<file path="config.mk">
export PLATFORM = sky130hd
export DESIGN_NAME = systolic_drain_flat
export DESIGN_NICKNAME = d
export VERILOG_FILES = /design/src/rtl/systolic_pkg.sv /design/src/rtl/systolic_drain_if.sv /design/src/rtl/fp16_from_fixed.sv /design/src/rtl/systolic_drain.sv /design/src/flat_wrapper.sv
export SDC_FILE = /design/constraint.sdc
export NUM_CORES = 1
export LEC_CHECK = 0
export ABC_AREA = 0
export BUFFER_PORTS_ARGS = -buffer_cell sky130_fd_sc_hd__buf_2
export CORE_MARGIN = 5
export CORE_UTILIZATION = 60
export CTS_BUF_LIST = sky130_fd_sc_hd__clkbuf_8
export DETAILED_ROUTE_END_ITERATION = 7
export HOLD_SLACK_MARGIN = 0.05
export PLACE_DENSITY = 0.93
export SKIP_CTS_REPAIR_TIMING = 1
export SYNTH_ARGS = -nofsm -noshare
export SYNTH_HDL_FRONTEND = slang
export SYNTH_SLANG_ARGS = --single-unit
</file>
<file path="constraint.sdc">
create_clock -name clk -period 13.15 [get_ports clk]
set_input_delay 1.9725 -clock clk [delete_from_list [all_inputs] [get_ports clk]]
set_output_delay 1.9725 -clock clk [all_outputs]
set_load 0.05 [all_outputs]
</file>
<file path="src/rtl/systolic_pkg.sv">
// Shared definitions for the systolic-array output drain.
// Contents: FP16 field constants, drain FSM state type and the result-index width helper.
package systolic_pkg;

   localparam int unsigned EXP_W    = 5;
   localparam int unsigned MANT_W   = 10;
   localparam int unsigned EXP_BIAS = 15;
   localparam logic [15:0] FP16_INF = 16'h7C00;

   typedef enum logic {
      IDLE,
      SEND
   } drain_state_e;

   // Width needed to index n*n results; never below one bit.
   function automatic int unsigned calc_idx_w(input int unsigned n);
      return (n * n > 1) ? unsigned'($clog2(n * n)) : 1;
   endfunction

endpackage

</file>
<file path="src/rtl/systolic_drain_if.sv">
// Valid/ready result stream leaving the systolic drain.
// Signals: out_valid/out_data/out_idx/out_last (producer to consumer), out_ready (consumer to
// producer).
// Modports: master = drain side, slave = consumer side.
interface systolic_drain_if #(
   parameter int unsigned IDX_W = 2
) ();

   logic             out_valid;
   logic             out_ready;
   logic [15:0]      out_data;
   logic [IDX_W-1:0] out_idx;
   logic             out_last;

   modport master (
      output out_valid,
      output out_data,
      output out_idx,
      output out_last,
      input  out_ready
   );

   modport slave (
      input  out_valid,
      input  out_data,
      input  out_idx,
      input  out_last,
      output out_ready
   );

endinterface

</file>
<file path="src/rtl/fp16_from_fixed.sv">
// Combinational conversion of one accumulator entry (two's-complement fixed point with
// FRAC_BITS fraction bits at exponent bias, plus a 5-bit exponent) to IEEE FP16 with
// round-to-nearest-even.
// Ports: acc_i (accumulator), exp_i (exponent), fp16_o (result).
// Build option: SYSTOLIC_DRAIN_SUBNORM_EN produces FP16 subnormals for tiny results;
// otherwise they are flushed to signed zero.
module fp16_from_fixed
   import systolic_pkg::*;
#(
   parameter int unsigned ACC_WIDTH = 32,
   parameter int unsigned FRAC_BITS = 10
) (
   input  logic [ACC_WIDTH-1:0] acc_i,
   input  logic [EXP_W-1:0]     exp_i,
   output logic [15:0]          fp16_o
);

   localparam int unsigned W = ACC_WIDTH;

   logic              sign;
   logic [W-1:0]      mag;
   logic [W-2:0]      frac;    // bits below the leading one, left-aligned
   int unsigned       lead;
   logic signed [7:0] e_pre;
   logic signed [7:0] e_fin;
   logic [MANT_W-1:0] mant;
   logic              guard;
   logic              sticky;
   logic              rnd;
   logic [MANT_W:0]   mant_r;
`ifdef SYSTOLIC_DRAIN_SUBNORM_EN
   logic [3:0]          sub_amt;
   logic [W+MANT_W-1:0] sub_sh;
   logic                sub_rnd;
   logic [MANT_W:0]     sub_r;
`endif

   always_comb begin
      sign = acc_i[W-1];
      // 0x80..0 negates to itself, which reads correctly as an unsigned 2^(W-1).
      mag  = sign ? (~acc_i + 1'b1) : acc_i;

      lead = 0;
      for (int unsigned i = 0; i < W; i++) begin
         if (mag[i]) lead = i;
      end
      frac = (W-1)'(mag << (W - 1 - lead));

      e_pre = 8'(lead) + 8'(exp_i) - 8'(FRAC_BITS);

      mant   = frac[W-2 -: MANT_W];
      guard  = frac[W-2-MANT_W];
      sticky = |frac[W-3-MANT_W:0];
      rnd    = guard & (sticky | mant[0]);
      mant_r = {1'b0, mant} + {{MANT_W{1'b0}}, rnd};
      // Mantissa overflow leaves the low bits zero and bumps the exponent.
      e_fin  = e_pre + (mant_r[MANT_W] ? 8'sd1 : 8'sd0);

`ifdef SYSTOLIC_DRAIN_SUBNORM_EN
      // Subnormal significand = 1.frac scaled by 2^(e_pre+9): shift right by -e_pre from
      // the 10-bit window. A result of 1024 spills into exponent field 1.
      sub_amt = (e_pre < 8'sd0) ? 4'(-e_pre) : 4'd0;
      sub_sh  = {1'b1, frac, {MANT_W{1'b0}}} >> sub_amt;
      sub_rnd = sub_sh[W-1] & ((|sub_sh[W-2:0]) | sub_sh[W]);
      sub_r   = {1'b0, sub_sh[W+MANT_W-1:W]} + {{MANT_W{1'b0}}, sub_rnd};
`endif

      if (mag == '0) begin
         fp16_o = 16'h0000;
`ifdef SYSTOLIC_DRAIN_SUBNORM_EN
      end else if (e_pre <= 8'sd0) begin
         fp16_o = {sign, 4'b0000, sub_r};
`endif
      end else if (e_fin >= 8'sd31) begin
         fp16_o = {sign, 15'b0} | FP16_INF;
      end else if (e_fin <= 8'sd0) begin
         fp16_o = {sign, 15'b0};
      end else begin
         fp16_o = {sign, e_fin[EXP_W-1:0], mant_r[MANT_W-1:0]};
      end
   end

endmodule

</file>
<file path="src/rtl/systolic_drain.sv">
// Output drain for the FP-INT systolic array. A done pulse snapshots all N*N accumulators
// and exponents; entries are then converted to FP16 and streamed row-major, one per cycle
// under ready, with a registered output stage.
// Ports: clk, rst (async, active high), done (capture request), acc_in/exp_in (flattened
// per-PE results, entry i = row*N+col), out_if (result stream, master side), busy
// (snapshot held), missed (sticky: done arrived while busy).
// Build option: SYSTOLIC_DRAIN_SUBNORM_EN enables FP16 subnormal outputs in the converter.
module systolic_drain
   import systolic_pkg::*;
#(
   parameter int unsigned N         = 2,
   parameter int unsigned ACC_WIDTH = 32,
   parameter int unsigned FRAC_BITS = 10,
   parameter int unsigned IDX_W     = calc_idx_w(N)
) (
   input  logic                       clk,
   input  logic                       rst,
   input  logic                       done,
   input  logic [N*N*ACC_WIDTH-1:0]   acc_in,
   input  logic [N*N*EXP_W-1:0]       exp_in,
   systolic_drain_if.master           out_if,
   output logic                       busy,
   output logic                       missed
);

   localparam int unsigned      NumEnt  = N * N;
   localparam logic [IDX_W-1:0] LastIdx = IDX_W'(NumEnt - 1);

   drain_state_e               state_q, state_d;
   logic [IDX_W-1:0]           idx_q, idx_d;
   logic                       valid_q, valid_d;
   logic [15:0]                data_q, data_d;
   logic                       last_q, last_d;
   logic                       missed_q, missed_d;
   logic [NumEnt*ACC_WIDTH-1:0] snap_acc_q;
   logic [NumEnt*EXP_W-1:0]     snap_exp_q;

   logic                 capture;
   logic                 xfer;
   logic                 at_last;
   logic [IDX_W-1:0]     idx_inc;
   logic [IDX_W-1:0]     sel;
   logic [ACC_WIDTH-1:0] conv_acc;
   logic [EXP_W-1:0]     conv_exp;
   logic [15:0]          conv_data;

   // The converter always looks at the entry that would be registered at the coming edge:
   // the current index while loading, the following one while presenting.
   always_comb begin
      at_last  = (idx_q == LastIdx);
      idx_inc  = idx_q + 1'b1;
      sel      = (valid_q && !at_last) ? idx_inc : idx_q;
      conv_acc = snap_acc_q[sel*ACC_WIDTH +: ACC_WIDTH];
      conv_exp = snap_exp_q[sel*EXP_W +: EXP_W];
   end

   fp16_from_fixed #(
      .ACC_WIDTH(ACC_WIDTH),
      .FRAC_BITS(FRAC_BITS)
   ) u_conv (
      .acc_i (conv_acc),
      .exp_i (conv_exp),
      .fp16_o(conv_data)
   );

   always_comb begin
      state_d  = state_q;
      idx_d    = idx_q;
      valid_d  = valid_q;
      data_d   = data_q;
      last_d   = last_q;
      missed_d = missed_q;
      capture  = 1'b0;
      xfer     = valid_q & out_if.out_ready;

      unique case (state_q)
         IDLE: begin
            if (done) begin
               capture = 1'b1;
               idx_d   = '0;
               state_d = SEND;
            end
         end
         SEND: begin
            if (!valid_q) begin
               valid_d = 1'b1;
               data_d  = conv_data;
               last_d  = at_last;
            end else if (xfer) begin
               if (at_last) begin
                  valid_d = 1'b0;
                  last_d  = 1'b0;
                  // A done coinciding with the final transfer starts the next drain.
                  if (done) begin
                     capture = 1'b1;
                     idx_d   = '0;
                  end else begin
                     state_d = IDLE;
                  end
               end else begin
                  idx_d  = idx_inc;
                  data_d = conv_data;
                  last_d = (idx_inc == LastIdx);
               end
            end
            if (done && !(xfer && at_last)) missed_d = 1'b1;
         end
         default: state_d = IDLE;
      endcase
   end

   always_ff @(posedge clk or posedge rst) begin
      if (rst) begin
         state_q    <= IDLE;
         idx_q      <= '0;
         valid_q    <= 1'b0;
         data_q     <= '0;
         last_q     <= 1'b0;
         missed_q   <= 1'b0;
         snap_acc_q <= '0;
         snap_exp_q <= '0;
      end else begin
         state_q  <= state_d;
         idx_q    <= idx_d;
         valid_q  <= valid_d;
         data_q   <= data_d;
         last_q   <= last_d;
         missed_q <= missed_d;
         if (capture) begin
            snap_acc_q <= acc_in;
            snap_exp_q <= exp_in;
         end
      end
   end

   assign out_if.out_valid = valid_q;
   assign out_if.out_data  = data_q;
   assign out_if.out_idx   = idx_q;
   assign out_if.out_last  = last_q;
   assign busy             = (state_q == SEND);
   assign missed           = missed_q;

endmodule

</file>
<file path="src/flat_wrapper.sv">
// flat-port wrapper written by rule: the top's interface ports become plain ports
module systolic_drain_flat import systolic_pkg::*;
#(
   parameter int unsigned N         = 2,
   parameter int unsigned ACC_WIDTH = 32,
   parameter int unsigned FRAC_BITS = 10,
   parameter int unsigned IDX_W     = calc_idx_w(N)
)
  (clk, rst, done, acc_in, exp_in, busy, missed, out_if_out_valid, out_if_out_data, out_if_out_idx, out_if_out_last, out_if_out_ready);
  systolic_drain_if #(.IDX_W(IDX_W)) out_if_i ();
  input  logic clk;
  input  logic rst;
  input  logic done;
  input  logic [N*N*ACC_WIDTH-1:0] acc_in;
  input  logic [N*N*EXP_W-1:0] exp_in;
  output logic busy;
  output logic missed;
  output wire logic [$bits(out_if_i.out_valid)-1:0] out_if_out_valid;
  output wire logic [$bits(out_if_i.out_data)-1:0] out_if_out_data;
  output wire logic [$bits(out_if_i.out_idx)-1:0] out_if_out_idx;
  output wire logic [$bits(out_if_i.out_last)-1:0] out_if_out_last;
  input wire logic [$bits(out_if_i.out_ready)-1:0] out_if_out_ready;
  assign out_if_out_valid = out_if_i.out_valid;
  assign out_if_out_data = out_if_i.out_data;
  assign out_if_out_idx = out_if_i.out_idx;
  assign out_if_out_last = out_if_i.out_last;
  assign out_if_i.out_ready = out_if_out_ready;
  systolic_drain #(.N(N), .ACC_WIDTH(ACC_WIDTH), .FRAC_BITS(FRAC_BITS), .IDX_W(IDX_W)) u_core (.clk(clk), .rst(rst), .done(done), .acc_in(acc_in), .exp_in(exp_in), .out_if(out_if_i), .busy(busy), .missed(missed));
endmodule
</file>
Word level (Yosys, flattened, before mapping)

Cells that the tools add are included.

Register bits: 170
Bits of input ports: 152
Output and inout port bits: 22
Logic and storage cells: 103

Add/subtract/negate cells: 7
$mul: 1
Magnitude comparators: 2
Eq/ne operators: 6
Shift operators: 3
Muxes and demuxes: 60
Bitwise operators: 5
Reductions and logical operators: 11

Operators with widths:

| cell                    | count |
|---|---|
| $mux W32                | 30 |
| $shiftx A128 B8 Y32     | 1 |
| $mux W16                | 4 |
| $add A32 B1 Y32 const B | 1 |
| $logic_not A32 Y1       | 1 |
| $not A32 Y32            | 1 |
| $shl A32 B32 Y31        | 1 |
| $sub A5 B32 Y32 const A | 1 |
| $mux W15                | 2 |
| $reduce_or A20 Y1       | 1 |
| $shiftx A20 B6 Y5       | 1 |
| $mux W1                 | 15 |
| $mux W2                 | 6 |
| $add A10 B1 Y11         | 1 |
| $add A8 B2 Y8           | 1 |
| $add A8 B5 Y8           | 1 |
| $ge A8 B6 Y1 const B    | 1 |
| $le A8 B1 Y1 const B    | 1 |
| $ne A2 B2 Y1 const B    | 4 |
| $sub A8 B4 Y8 const B   | 1 |
| $reduce_and A2 Y1       | 3 |
| $mul A2 B3 Y5 const B   | 1 |
| $eq A2 B2 Y1 const B    | 2 |
| $pmux W1 S2             | 2 |
| 8 further kinds         | 12 |

Logic depth before layout (Yosys ltp)

Depth after elaboration: 54
Mapped depth: 48
Gate-level depth less buffers: 38

Modules after synthesis

A second synthesis with hierarchy kept.

Cell total of the unflattened synthesis: 1169
Area, all modules: 12764.7 µm²

By module, submodules not included:

| module          | instances | cells an instance | area an instance (µm²) | sequential area each (µm²) |
|---|---|---|---|---|
| systolic_drain  | 1         | 482               | 7981.4                 | 4254.1 |
| fp16_from_fixed | 1         | 687               | 4783.3                 | 0.0 |

Least setup slack after synthesis

Ideal clock, no wire load.

Path kind: register to register
Start: register u_core.idx_q[0], in the netlist u_core.out_if.out_idx[0]
End: register u_core.data_q[9], in the netlist u_core.out_if.out_data[9]
Library setup time: 0.068 ns
Arrival time: 9.723 ns
Data required time: 13.082 ns
Path slack: 3.359 ns
Cell stages (with the launch flop): 43
Buffers on the path: 6
Clock period less this slack: 9.791 ns
Cells stage by stage: dfrtp_1 -> inv_2 -> clkbuf_1 -> ha_1 -> nor3b_2 -> a21oi_4 -> buf_4 -> buf_4 -> buf_4 -> mux4_2 -> inv_1 -> ha_1 -> o211ai_1 -> or3_1 -> clkbuf_1 -> and4_1 -> a211o_1 -> a21bo_2 -> [... 7 more ...] -> nor3_1 -> nor2_1 -> ha_1 -> nand4b_2 -> nor4b_1 -> fa_1 -> ha_1 -> inv_1 -> fa_1 -> nor2b_1 -> o21ai_0 -> nand3_1 -> o21ai_0 -> or4_1 -> clkbuf_1 -> nor4b_1 -> nand3_1 -> nand3_1

Longest elaborated chain between the ends: 54
Elaborated cells between the ends (all ways): 63
Those cells by class: add/sub (7); mul (1); order compare (2); eq/ne (2); shift (3); mux (40); bitwise (3); reduce/logical (5)

Ends and longest elaborated chain:

| element                | RTL line              | RTL |
|---|---|---|
| start, declared        | systolic_drain.sv:30  | `logic [IDX_W-1:0] idx_q, idx_d;` |
| start signal, assigned | systolic_drain.sv:124 | `idx_q <= idx_d;` |
| $eq A2 B2 Y1           | systolic_drain.sv:50  | `at_last = (idx_q == LastIdx);` |
| $logic_not A1 Y1       | systolic_drain.sv:52  | `sel = (valid_q && !at_last) ? idx_inc : idx_q;` |
| $logic_and A1 B1 Y1    | systolic_drain.sv:52  |  |
| $mux W2                | systolic_drain.sv:52  |  |
| $shiftx A128 B8 Y32    | systolic_drain.sv:53  | `conv_acc = snap_acc_q[sel*ACC_WIDTH +: ACC_WIDTH];` |
| $not A32 Y32           | fp16_from_fixed.sv:41 | `mag = sign ? (~acc_i + 1'b1) : acc_i;` |
| $add A32 B1 Y32        | fp16_from_fixed.sv:41 |  |
| $mux W32               | fp16_from_fixed.sv:41 |  |
| [... 38 more ...]      | n/a                   |  |
| $add A8 B2 Y8          | fp16_from_fixed.sv:57 | `e_fin = e_pre + (mant_r[MANT_W] ? 8'sd1 : 8'sd0);` |
| $le A8 B1 Y1           | fp16_from_fixed.sv:76 | `end else if (e_fin <= 8'sd0) begin` |
| $mux W15               | fp16_from_fixed.sv:76 |  |
| $mux W15               | fp16_from_fixed.sv:74 | `end else if (e_fin >= 8'sd31) begin` |
| $mux W16               | fp16_from_fixed.sv:68 | `if (mag == '0) begin` |
| $mux W16               | systolic_drain.sv:90  | `if (at_last) begin` |
| $mux W16               | systolic_drain.sv:89  | `end else if (xfer) begin` |
| $mux W16               | systolic_drain.sv:85  | `if (!valid_q) begin` |
| end signal, assigned   | systolic_drain.sv:126 | `data_q <= data_d;` |
| end, declared          | systolic_drain.sv:32  | `logic [15:0] data_q, data_d;` |

Parallel ways exist; a longest one is shown, timed or not. The select of a mux whose other input is x is not followed.
A chain may end at the register's enable or synchronous reset.

Final worst setup path

Same ends and word-level chain as after synthesis.

==> out/metrics.cfg <==
[synthesis]
synth_edf_count=0
synth_ff_type=dfrtp_1
synth-async-reset-ratio_pct=100
yosysSeqAreaShare_pct=31.8
syn_area_per_cell_um2=9.59
yosys_register_bits=170
syn_area_um2=13400
yosys.cell_types.count=111
netlist_instances=1396
syn_nets=1562
synth_warnings=0

[timing]
rsz0062_at_grt=false
slew_headroom_pct=31.9
finalSetupTns_ns=0
layout_min_cycle_time_ns=11.38
hold_viol=0
fin_crit_sh_pct=86.5
hold_slack_ns=0.485
finalSetupViolations=0
max_freq_mhz=87.9
skew_ns=0.0319
drv_slew=0
worstMarginPinSlew_ns=1.02

[clock_network]
insertion_delay_ns=0.48
htreeDepth=4
root_buffer=clkbuf_8
clk_pin_slew_ns=0.11
cts_made_buffers=17
max-clock-path-buffers=2
cts_sinks=170
cts_tree=built

[routing]
vias=12700
drt-pass1-iter-count=7
antenna_left=0
drc=0
wire_per_inst_um=23.2
viasPerCell=7.01
totalWireLength_mm=41.9
first_iter_violations=1567

[critical_path]
rrSetupSlack_ns=1.77
cpPeakStageDelay_ns=0.97
crit_path_end_kind=flop
start_kind=flop
r2r_cells=37
rr_startpoint=u_core.out_if.out_idx[0]
worstPathRequired_ns=13.56
slowest_stage=ha_1
worstReg2RegEnd=u_core.out_if.out_data[9]
worstPathMaxFanout=43
cpMostUsedCell=nand3_1
critPathArrivalTime_ns=11.80
criticalPathCategory=flop to flop

[die]
row_count=54
ios=174
fp.dieH_um=159
dieArea_um2=25400
initial_core_util_pct=61.1
core_area_um2=21900
die_w_um=159

[worst_hold_path]
hold_start=u_core.missed
hp-class=flop to flop
holdPathStages=1
min_to=u_core.missed

[global_routing]
grt_pass1_vias=12400
grt_pass1_wl_mm=67.2
grt_usage_pct=32.1
antenna_found_initial=0
grt_overflow_total=0
grt_max_degree=111

[layout]
antenna_cells=0
layout_commonest_cell=buf_2
mostFrequentLayoutCells=buf_2, dfrtp_1, mux2_2
drive_gt1_share_pct=30.0
nets=1678
areaGrowthSynthToFinish_pct=9.88

[outcome]
status=completed

[run]
cap_violations=0

[placed_design]
portBuffers=173
gp_congestion=1.03
dp_hpwl_mm=31.5

==> state kept, by name, indices dropped and copies added, names as in the netlist <==
register,count
u_core.busy,1
u_core.missed,1
u_core.out_if.out_data,16
u_core.out_if.out_idx,2
u_core.out_if.out_last,1
u_core.out_if.out_valid,1
u_core.snap_acc_q,128
u_core.snap_exp_q,20
==> metrics by stage <==
stage / instance area, um^2 / util [%] / cells / worst slack, ns
2_1_floorplan: 13400 / - / 1396 / 3.36
6_report: 14700 / 67.2 / 1805 / 1.77
3_3_place_gp: 14300 / 65.3 / 1773 / 2.42
4_1_cts: 14700 / 67.2 / 1805 / 1.95
3_5_place_dp: 14300 / 65.3 / 1773 / 1.99
5_1_grt: 14700 / 67.2 / 1805 / 0.919
==> synthesized netlist by cell type (all sizes together), types with 21 or more instances <==
cell    number  area [um^2]
dfrtp      170         4250
mux2       148         1670
nor2       103          387
nand2       99          377
o21ai       71          374
a21oi       68          352
buf         53          303
mux2i       46          460
inv         42          160
nor3        42          225
clkbuf      39          146
nand3       39          213
o211ai      33          262
mux4        30          676
a211oi      27          203
xnor2       26          243
o22ai       21          144
==> routing by layer <==
layer | global-route usage (%) | wire, um
met1 | 44.2 | 16700
met4 | 10.5 | 1370
met3 | 6.16 | 4130
met5 | 0 | 0
met2 | 51.6 | 19600
==> worst max-delay path by stage <==
| stage | depth (start not counted) | startpoint | endpoint |
|---|---|---|---|
| after floorplan | 42 | u_core.out_if.out_idx[0] | u_core.out_if.out_data[9] |
| after global placement | 37 | u_core.out_if.out_idx[0] | u_core.out_if.out_data[9] |
| after global routing | 37 | u_core.out_if.out_idx[0] | u_core.out_if.out_data[9] |
| final | 37 | u_core.out_if.out_idx[0] | u_core.out_if.out_data[9] |
| after detailed placement | 37 | u_core.out_if.out_idx[0] | u_core.out_if.out_data[9] |
| after CTS | 37 | u_core.out_if.out_idx[0] | u_core.out_if.out_data[9] |
==> cell families (layout without fill, tap and decap cells) <==
logic type	after synthesis	count (layout)	synth area share [%]
xor+xnor	42	42	2.86
buf+inv	134	263	4.55
simple gates	413	413	16.5
flops	170	170	31.8
mux	224	224	21.0
compound gates	399	399	21.9
fa+ha+maj	14	14	1.42
==> critical path, delay by kind of cell (launching register included) <==
| family | cells | cell delay, ns |
|---|---|---|
| buffers and inverters | 6 | 1.87 |
| flip-flops | 1 | 0.33 |
| AO/OA/AOI/OAI | 8 | 1.95 |
| multiplexers | 3 | 1.18 |
| adder cells (fa/ha/maj) | 5 | 2.01 |
| AND/OR/NAND/NOR | 15 | 3.92 |
==> final cells by class <==
type	instances	area, um^2
clock buffers	17	234
clock inverters	15	178
well taps	280	350
flip-flops and latches	170	4250
inverters	42	165
fillers	1656	7180
multi-input cells	1092	8540
repair buffers	189	986
Power is left out: the tool's default activity adds up to more than one toggle a clock period on the data nets, which glitch-free logic cannot reach.
